--- src/rtl/qbus_pwrseq_pkg.sv ---
// ----------------------------------------------------------------------------
// qbus_pwrseq_pkg
// Shared types and constants for the Q-bus power-line sequencer.
//   state_e          : sequencer FSM states
//   *_CYCLES_DEF     : default phase lengths for a 2.5 MHz clock
//   TRIPS_MAX        : saturation value of the trip counter
//   max3()           : largest of three ints, used to size the shared counter
// ----------------------------------------------------------------------------
package qbus_pwrseq_pkg;

    typedef enum logic [1:0] {
        ST_IDLE  = 2'd0,
        ST_PFAIL = 2'd1,
        ST_DCLOW = 2'd2,
        ST_DCUP  = 2'd3
    } state_e;

    localparam int PF_CYCLES_DEF  = 10000;   // 4 ms
    localparam int DCL_CYCLES_DEF = 10;      // 4 us
    localparam int UP_CYCLES_DEF  = 175000;  // 70 ms

    localparam int TRIPS_MAX = 255;

    function automatic int max3(input int a, input int b, input int c);
        int m;
        m = a;
        if (b > m) m = b;
        if (c > m) m = c;
        return m;
    endfunction

endpackage

--- src/rtl/qbus_pwrseq.sv ---
// ----------------------------------------------------------------------------
// qbus_pwrseq
// Turns a sanity-timer expiry request into a Q-bus reboot sequence on the
// open-drain BPOK/BDCOK lines (BPOK drops first, BDCOK returns first) and
// keeps a saturating count of sequences started.
//
// Build option: define QBUS_PWRSEQ_BPOK_EN for the full PFAIL/DCLOW/DCUP
// sequence. Without it only BDCOK is pulsed and bpok_oe is tied low.
//
// Ports:
//   clock      in   system clock (2.5 MHz)
//   nrst       in   asynchronous active-low reset
//   req        in   expiry request; a rising edge starts a sequence
//   ena        in   start permission; does not abort a running sequence
//   trips_clr  in   one-cycle clear of trips
//   bpok_oe    out  1 = pull BPOK low
//   bdcok_oe   out  1 = pull BDCOK low
//   busy       out  sequence in progress
//   trips      out  saturating count of sequences started
// ----------------------------------------------------------------------------
module qbus_pwrseq
    import qbus_pwrseq_pkg::*;
#(
    parameter int PF_CYCLES  = PF_CYCLES_DEF,
    parameter int DCL_CYCLES = DCL_CYCLES_DEF,
    parameter int UP_CYCLES  = UP_CYCLES_DEF
) (
    input  logic       clock,
    input  logic       nrst,
    input  logic       req,
    input  logic       ena,
    input  logic       trips_clr,
    output logic       bpok_oe,
    output logic       bdcok_oe,
    output logic       busy,
    output logic [7:0] trips
);

    // One down counter is shared by all phases, so it is sized by the longest.
    localparam int MAX_CYCLES = max3(PF_CYCLES, DCL_CYCLES, UP_CYCLES);
    localparam int CNT_W      = (MAX_CYCLES > 2) ? $clog2(MAX_CYCLES) : 1;

    localparam logic [CNT_W-1:0] DCL_LOAD = CNT_W'(DCL_CYCLES - 1);
`ifdef QBUS_PWRSEQ_BPOK_EN
    localparam logic [CNT_W-1:0] PF_LOAD  = CNT_W'(PF_CYCLES - 1);
    localparam logic [CNT_W-1:0] UP_LOAD  = CNT_W'(UP_CYCLES - 1);
`endif

    state_e           r_state;
    state_e           w_next_state;
    logic [CNT_W-1:0] r_cnt;
    logic [CNT_W-1:0] w_next_cnt;
    logic             r_req_q;
    logic             r_bdcok_oe;
    logic [7:0]       r_trips;
    logic             w_start;
    logic             w_cnt_zero;

    // Edge-detect on req; r_req_q resets high so a req already asserted out
    // of reset cannot trigger a sequence.
    assign w_start    = (r_state == ST_IDLE) && req && !r_req_q && ena;
    assign w_cnt_zero = (r_cnt == '0);

    always_comb begin
        // NOTE: every combinational output gets a default first so no path
        // through the case leaves it unassigned (which would infer a latch).
        w_next_state = r_state;
        w_next_cnt   = (r_cnt == '0) ? r_cnt : r_cnt - 1'b1;

        case (r_state)
            ST_IDLE: begin
                w_next_cnt = '0;
                if (w_start) begin
`ifdef QBUS_PWRSEQ_BPOK_EN
                    w_next_state = ST_PFAIL;
                    w_next_cnt   = PF_LOAD;
`else
                    w_next_state = ST_DCLOW;
                    w_next_cnt   = DCL_LOAD;
`endif
                end
            end
`ifdef QBUS_PWRSEQ_BPOK_EN
            ST_PFAIL: begin
                if (w_cnt_zero) begin
                    w_next_state = ST_DCLOW;
                    w_next_cnt   = DCL_LOAD;
                end
            end
`endif
            ST_DCLOW: begin
                // Stays here with the counter parked at 0 while req is held.
                if (w_cnt_zero && !req) begin
`ifdef QBUS_PWRSEQ_BPOK_EN
                    w_next_state = ST_DCUP;
                    w_next_cnt   = UP_LOAD;
`else
                    w_next_state = ST_IDLE;
                    w_next_cnt   = '0;
`endif
                end
            end
`ifdef QBUS_PWRSEQ_BPOK_EN
            ST_DCUP: begin
                if (w_cnt_zero) begin
                    w_next_state = ST_IDLE;
                end
            end
`endif
            default: begin
                w_next_state = ST_IDLE;
                w_next_cnt   = '0;
            end
        endcase
    end

    // NOTE: all state is updated with non-blocking assignments so every
    // register samples pre-edge values regardless of statement order.
    always_ff @(posedge clock or negedge nrst) begin
        if (!nrst) begin
            r_state    <= ST_IDLE;
            r_cnt      <= '0;
            r_req_q    <= 1'b1;
            r_bdcok_oe <= 1'b0;
        end else begin
            r_state    <= w_next_state;
            r_cnt      <= w_next_cnt;
            r_req_q    <= req;
            r_bdcok_oe <= (w_next_state == ST_DCLOW);
        end
    end

    // A clear coincident with a start yields 1, since that start still counts.
    always_ff @(posedge clock or negedge nrst) begin
        if (!nrst) begin
            r_trips <= '0;
        end else if (trips_clr) begin
            r_trips <= w_start ? 8'd1 : 8'd0;
        end else if (w_start && (r_trips != 8'(TRIPS_MAX))) begin
            r_trips <= r_trips + 8'd1;
        end
    end

`ifdef QBUS_PWRSEQ_BPOK_EN
    logic r_bpok_oe;

    always_ff @(posedge clock or negedge nrst) begin
        if (!nrst) begin
            r_bpok_oe <= 1'b0;
        end else begin
            r_bpok_oe <= (w_next_state != ST_IDLE);
        end
    end

    assign bpok_oe = r_bpok_oe;
`else
    assign bpok_oe = 1'b0;
`endif

    assign bdcok_oe = r_bdcok_oe;
    assign busy     = (r_state != ST_IDLE);
    assign trips    = r_trips;

endmodule

--- config.mk ---
export PLATFORM = sky130hd
export DESIGN_NAME = qbus_pwrseq
export DESIGN_NICKNAME = d
export VERILOG_FILES = /design/src/rtl/qbus_pwrseq_pkg.sv /design/src/rtl/qbus_pwrseq.sv
export SDC_FILE = /design/constraint.sdc
export NUM_CORES = 1
export LEC_CHECK = 0
export ABC_AREA = 1
export CAP_MARGIN = 20
export CORE_AREA = 2 2 59 61
export CTS_CLUSTER_SIZE = 25
export DETAILED_ROUTE_END_ITERATION = 10
export DIE_AREA = 0 0 61 63
export PLACE_DENSITY = 0.76
export SYNTH_ARGS = -nofsm -noshare
export SYNTH_HDL_FRONTEND = slang
export SYNTH_SLANG_ARGS = --single-unit
--- constraint.sdc ---
create_clock -name clock -period 1.7 [get_ports clock]
set_input_delay 0.34 -clock clock [delete_from_list [all_inputs] [get_ports clock]]
set_output_delay 0.34 -clock clock [all_outputs]
set_load 0.03 [all_outputs]
# Word-level counts from Yosys, hierarchy flattened
# Index checks and enable logic that the tools add are counted.
# W data, S select, Z words.
dict set report totals {
  inputBits 5
  wordCells 32
  regBits 30
  out_inout_bits 11
}
dict set report op_classes {
  n_reduce_logical 11
  addsub 2
  n_eq_ne 4
  mux 10
}
# cell n
set op_table {}
lappend op_table {{$mux W18} 2}
lappend op_table {{$pmux W18 S2} 1}
lappend op_table {{$logic_not A18 Y1} 1}
lappend op_table {{$sub A18 B1 Y18 const B} 1}
lappend op_table {{$mux W8} 2}
lappend op_table {{$add A8 B1 Y8 const B} 1}
lappend op_table {{$ne A8 B8 Y1 const B} 1}
lappend op_table {{$logic_and A1 B1 Y1} 5}
lappend op_table {{$eq A2 B2 Y1 const B} 2}
lappend op_table {{$mux W2} 2}
lappend op_table {{$mux W4} 1}
lappend op_table {{$pmux W2 S2} 1}
lappend op_table {{$reduce_bool A2 Y1} 2}
lappend op_table {{$ne A3 B3 Y1 const B} 1}
lappend op_table {{$logic_not A1 Y1} 2}
lappend op_table {{$logic_not A2 Y1} 1}
lappend op_table {{$mux W1} 1}

# Logic depth before layout (Yosys ltp)
# Gate-level depths: netlist of the first run.
dict set report depth {
  ltp_word 7
  ltp_mapped 10
  depth_no_buf 10
}

# Worst setup path after synthesis of the first run
# OpenSTA, ideal clock, no wires.
dict set report synth_timing {
  path_type {flip-flop to flip-flop}
  from {register r_trips[0], in the netlist trips[0]}
  to {register r_trips[5], in the netlist trips[5]}
  stages_incl_launch_ff 10
  path_buffers 0
  t_required_ps 1634
  arrival_time_ps 1495
  slack_ps 139
  setup_ps 66
  period_less_slack_ps 1561
  cell_sequence {dfrtp_1 > ha_1 > nand2_1 > nor2_1 > nand3_1 > nand2_2 > nand2_4 > inv_2 > nand2_1 > nand2_1}
}
dict set report synth_via {
  elab_chain_cells 3
  word_cells_on_any_way 6
  classes_between {1 x add/sub; 1 x eq/ne; 2 x mux; 2 x reduce/logical}
}
# item line
set synth_rtl {}
lappend synth_rtl {{start, declared} qbus_pwrseq.sv:55} ;# logic [7:0] r_trips;
lappend synth_rtl {{start signal, assigned} qbus_pwrseq.sv:138} ;# r_trips <= w_start ? 8'd1 : 8'd0;
lappend synth_rtl {{start signal, assigned} qbus_pwrseq.sv:140} ;# r_trips <= r_trips + 8'd1;
lappend synth_rtl {{$add A8 B1 Y8 or $ne A8 B8 Y1 (tied branches)} {qbus_pwrseq.sv:140, qbus_pwrseq.sv:139}}
lappend synth_rtl {{$mux W8 or $logic_and A1 B1 Y1 (tied branches)} qbus_pwrseq.sv:139} ;# end else if (w_start && (r_trips != 8'(TRIPS_MAX))) begin
lappend synth_rtl {{$mux W8 or $reduce_bool A2 Y1 (tied branches)} n/a}
# Several ways; a longest one is shown, not always the timed one. The select of a mux whose other input is x is not followed.
# A chain may end at the register's enable or synchronous reset.

# Final worst setup path of the first run
dict set report layout_timing {
  from {register r_state[0]}
  to {output port busy}
}
dict set report layout_via {
  elab_chain_cells 1
}
# item line
set layout_rtl {}
lappend layout_rtl {{start, declared} qbus_pwrseq.sv:49} ;# state_e r_state;
lappend layout_rtl {{start signal, assigned} qbus_pwrseq.sv:126} ;# r_state <= w_next_state;
lappend layout_rtl {{$reduce_bool A2 Y1} qbus_pwrseq.sv:161} ;# assign busy = (r_state != ST_IDLE);
lappend layout_rtl {{end, declared} qbus_pwrseq.sv:35} ;# output logic busy,
# Every way passes these cells.

==> results of run 1 <==
## logic make-up after synthesis
| group | synth area share, % |
|---|---|
| buffers and inverters | 6.24 |
| flip-flops | 43.1 |
| adder cells (fa/ha/maj) | 1.43 |
| XOR/XNOR | 4.52 |
| AND/OR/NAND/NOR | 39.9 |
| AO/OA/AOI/OAI | 4.59 |
| other | 0.215 |
## power groups by stage
stage / Sequential [mW] / Combinational, mW / Clock, mW
3_5_place_dp: 0.809 / 0.824 / 0
5_1_grt: 0.802 / 1.00 / 0.607
6_report: 0.795 / 0.897 / 0.559
2_1_floorplan: 0.813 / 0.637 / 0
3_3_place_gp: 0.808 / 0.818 / 0
4_1_cts: 0.795 / 0.826 / 0.575
## per-stage QoR
stage / setup WS (ns) / power [mW] / instances / hold slack (ns) / setup TNS (ns)
2_1_floorplan: 0.139 / 1.45 / 219 / 0.0444 / 0
3_3_place_gp: 0.0908 / 1.63 / 283 / 0.470 / 0
3_5_place_dp: 0.0360 / 1.63 / 283 / 0.477 / 0
4_1_cts: 0.0113 / 2.20 / 291 / 0.349 / 0
5_1_grt: -0.00518 / 2.41 / 296 / 0.350 / -0.00897
6_report: 0.0887 / 2.25 / 296 / 0.351 / 0
## area by class of cell
cell class | count | area (sq um)
Multi-Input combinational cell | 166 | 908
Fill cell | 269 | 1110
Clock buffer | 5 | 37.5
Sequential cell | 30 | 752
Inverter | 19 | 71.3
Timing Repair Buffer | 27 | 254
Clock inverter | 3 | 40.0
Tap cell | 46 | 57.6
## flip-flops by register name, summed over array words and instances (netlist names)
signal	count
bdcok_oe	1
r_cnt	18
r_req_q	1
r_state	2
trips	8
## layer usage
layer / vias to the layer above / wire [microns]
li1: 769 / -
met1: 724 / 1670
met2: 34 / 1770
met3: 7 / 173
met4: 0 / 70
met5: - / 0
## worst paths after layout
kind                                          to  slack, ns  depth (start not counted)
hold reg to reg             r_cnt[1]$_DFFE_PN0P_       0.50                          2
max in group asynchronous      r_req_q$_DFF_PN1_       1.11                          2
hold / removal             r_cnt[14]$_DFFE_PN0P_       0.35                          2
setup reg to reg           r_cnt[11]$_DFFE_PN0P_       0.14                          8
setup / recovery                            busy       0.09                          3
min in group clock          r_cnt[1]$_DFFE_PN0P_       0.50                          2
## worst max-delay path: cells and delay by family (launching register included)
kind / cells / cell delay (ns)
buffers and inverters: 2 / 0.44
flip-flops: 1 / 0.42
AND/OR/NAND/NOR: 1 / 0.07
## layout by cell type (no fill, tap or decap), types with 8 or more instances in the layout
master / synthesis / final
nand2_1: 45 / 45
nor2_1: 39 / 39
dfrtp_1: 29 / 29
nand3_1: 19 / 19
inv_1: 14 / 14
nand4_1: 12 / 12
buf_4: 2 / 11
dlygate4sd2_1: 0 / 9
nor2_2: 8 / 8
xor2_1: 8 / 8
## timing repair
action,4_1_cts,5_1_grt
setup endpoints to repair,9,20
resized for setup,9,4
pin swaps,0,2
cloned,0,0
buffers inserted,0,5
==> flow_summary.ini, run 1 <==
[outcome]
outcome = completed

[power_and_ir_drop]
power.share.clock_pct = 24.8
vdd_drop_max_mv = 0.527
combPwrFrac_pct = 39.9
leakage_nw = 1.16
p_int_mw = 1.42
p_per_area_nw_per_um2 = 1060
seq_power_share_pct = 35.3
p_sw_mw = 0.837
swShare_pct = 37.1

[place]
place_congestion = 0.856
placed_area_sq_um = 1990
place_hpwl_microns = 2630
port_buffers = 14

[global_routing]
grt_pass1_vias = 1463
use_met1_pct = 27.7
track_usage_pct = 21.8
top_usage_layer = met2
antenna_found_initial = 0
grt_max_degree = 31
gr-usage-met3_pct = 4.97
grt_use_met2_pct = 33.6
overflow = 0
grt_pass1_wl_microns = 6190

[clock_network]
cts_tree = built
worst_skew_pair.late_latency_ns = 0.34
clockBufferDepth = 2
htree_num_levels = 2
cts-root-buf = clkbuf_4
cts.sinks = 30
cts.hold.buffers_added = 0
cts_made_buffers = 5
path_clk_slew_ns = 0.10

[yosys]
ys_types = 31
ys_seq_area_share_pct = 43.1
syn_area_per_cell_sq_um = 8.00
synth_edf_count = 0
synth_top_area_share_pct = 41.6
yosys-top-cells-count = 45 x nand2_1, 39 x nor2_1, 29 x dfrtp_1
syn_area_sq_um = 1740
synth.most_common_cell = nand2_1
yosysTopAreaCell = dfrtp_1
async_flop_share_pct = 100
synth_warnings = 0
synthTopCellsByArea = dfrtp_1 42%, nand2_1 9.7%, nor2_1 8.4%, nand3_1 5.5%, nand4_1 4.3%
syn_inst = 218
ys_seq_elements = 30
synth_flop_cell = dfrtp_1

[sta]
finalCritPeriodShare_pct = 94.8
hold_viol = 0
setup_viol = 0
skew_ns = 0.00744
period_needed_ns = 1.61
clock.fmax_mhz = 621
drv_slew = 0

[critical_path]
criticalPathCategory = flip-flop to output pin
critPathRequiredTime_ns = 1.36
startpoint = r_state[0]$_DFF_PN0_
worstSetupEndpointType = output pin
crit_chain = inv_2, nand2_1, dlygate4sd2_1
critPathMaxStageDelay_ns = 0.42
start_kind = flip-flop
reg2reg_from = r_cnt[1]$_DFFE_PN0P_
critical_path.max_fanout = 3
critPathSlowestCell = dfrtp_1
arrival_ns = 1.27

[floorplan]
row_count = 21
io_pins = 16
die_w_microns = 61
start_util_pct = 54.0
die_h_microns = 63
die-area_sq_um = 3840
design.core.area_sq_um = 3230

[route]
vias_per_cell = 5.18
finalWirelength_microns = 3680
wl_per_cell_microns = 12.4
drcViolationCount = 0
ant_nets = 0
vias = 1534
drt_first_pass_iters = 4
drtIter0Drc = 82

[final_layout]
finish.net_count = 256
area_delta_synth_final_pct = 21.6
antenna_cells = 0
final_cell_area_sq_um = 2120
drive_gt1_share_pct = 21.2
utilization_pct = 65.6

[run]
maxCapViolations = 0

[worst_hold_path]
hold_class = primary input to asynchronous set/reset pin
(Power assumes the default switching activity.)
==> run 2: changes to the inputs <==
- CAP_MARGIN: 20 -> not set
==> results of run 2 <==
Final layout, timing and power as in run 1 (identical DEF).
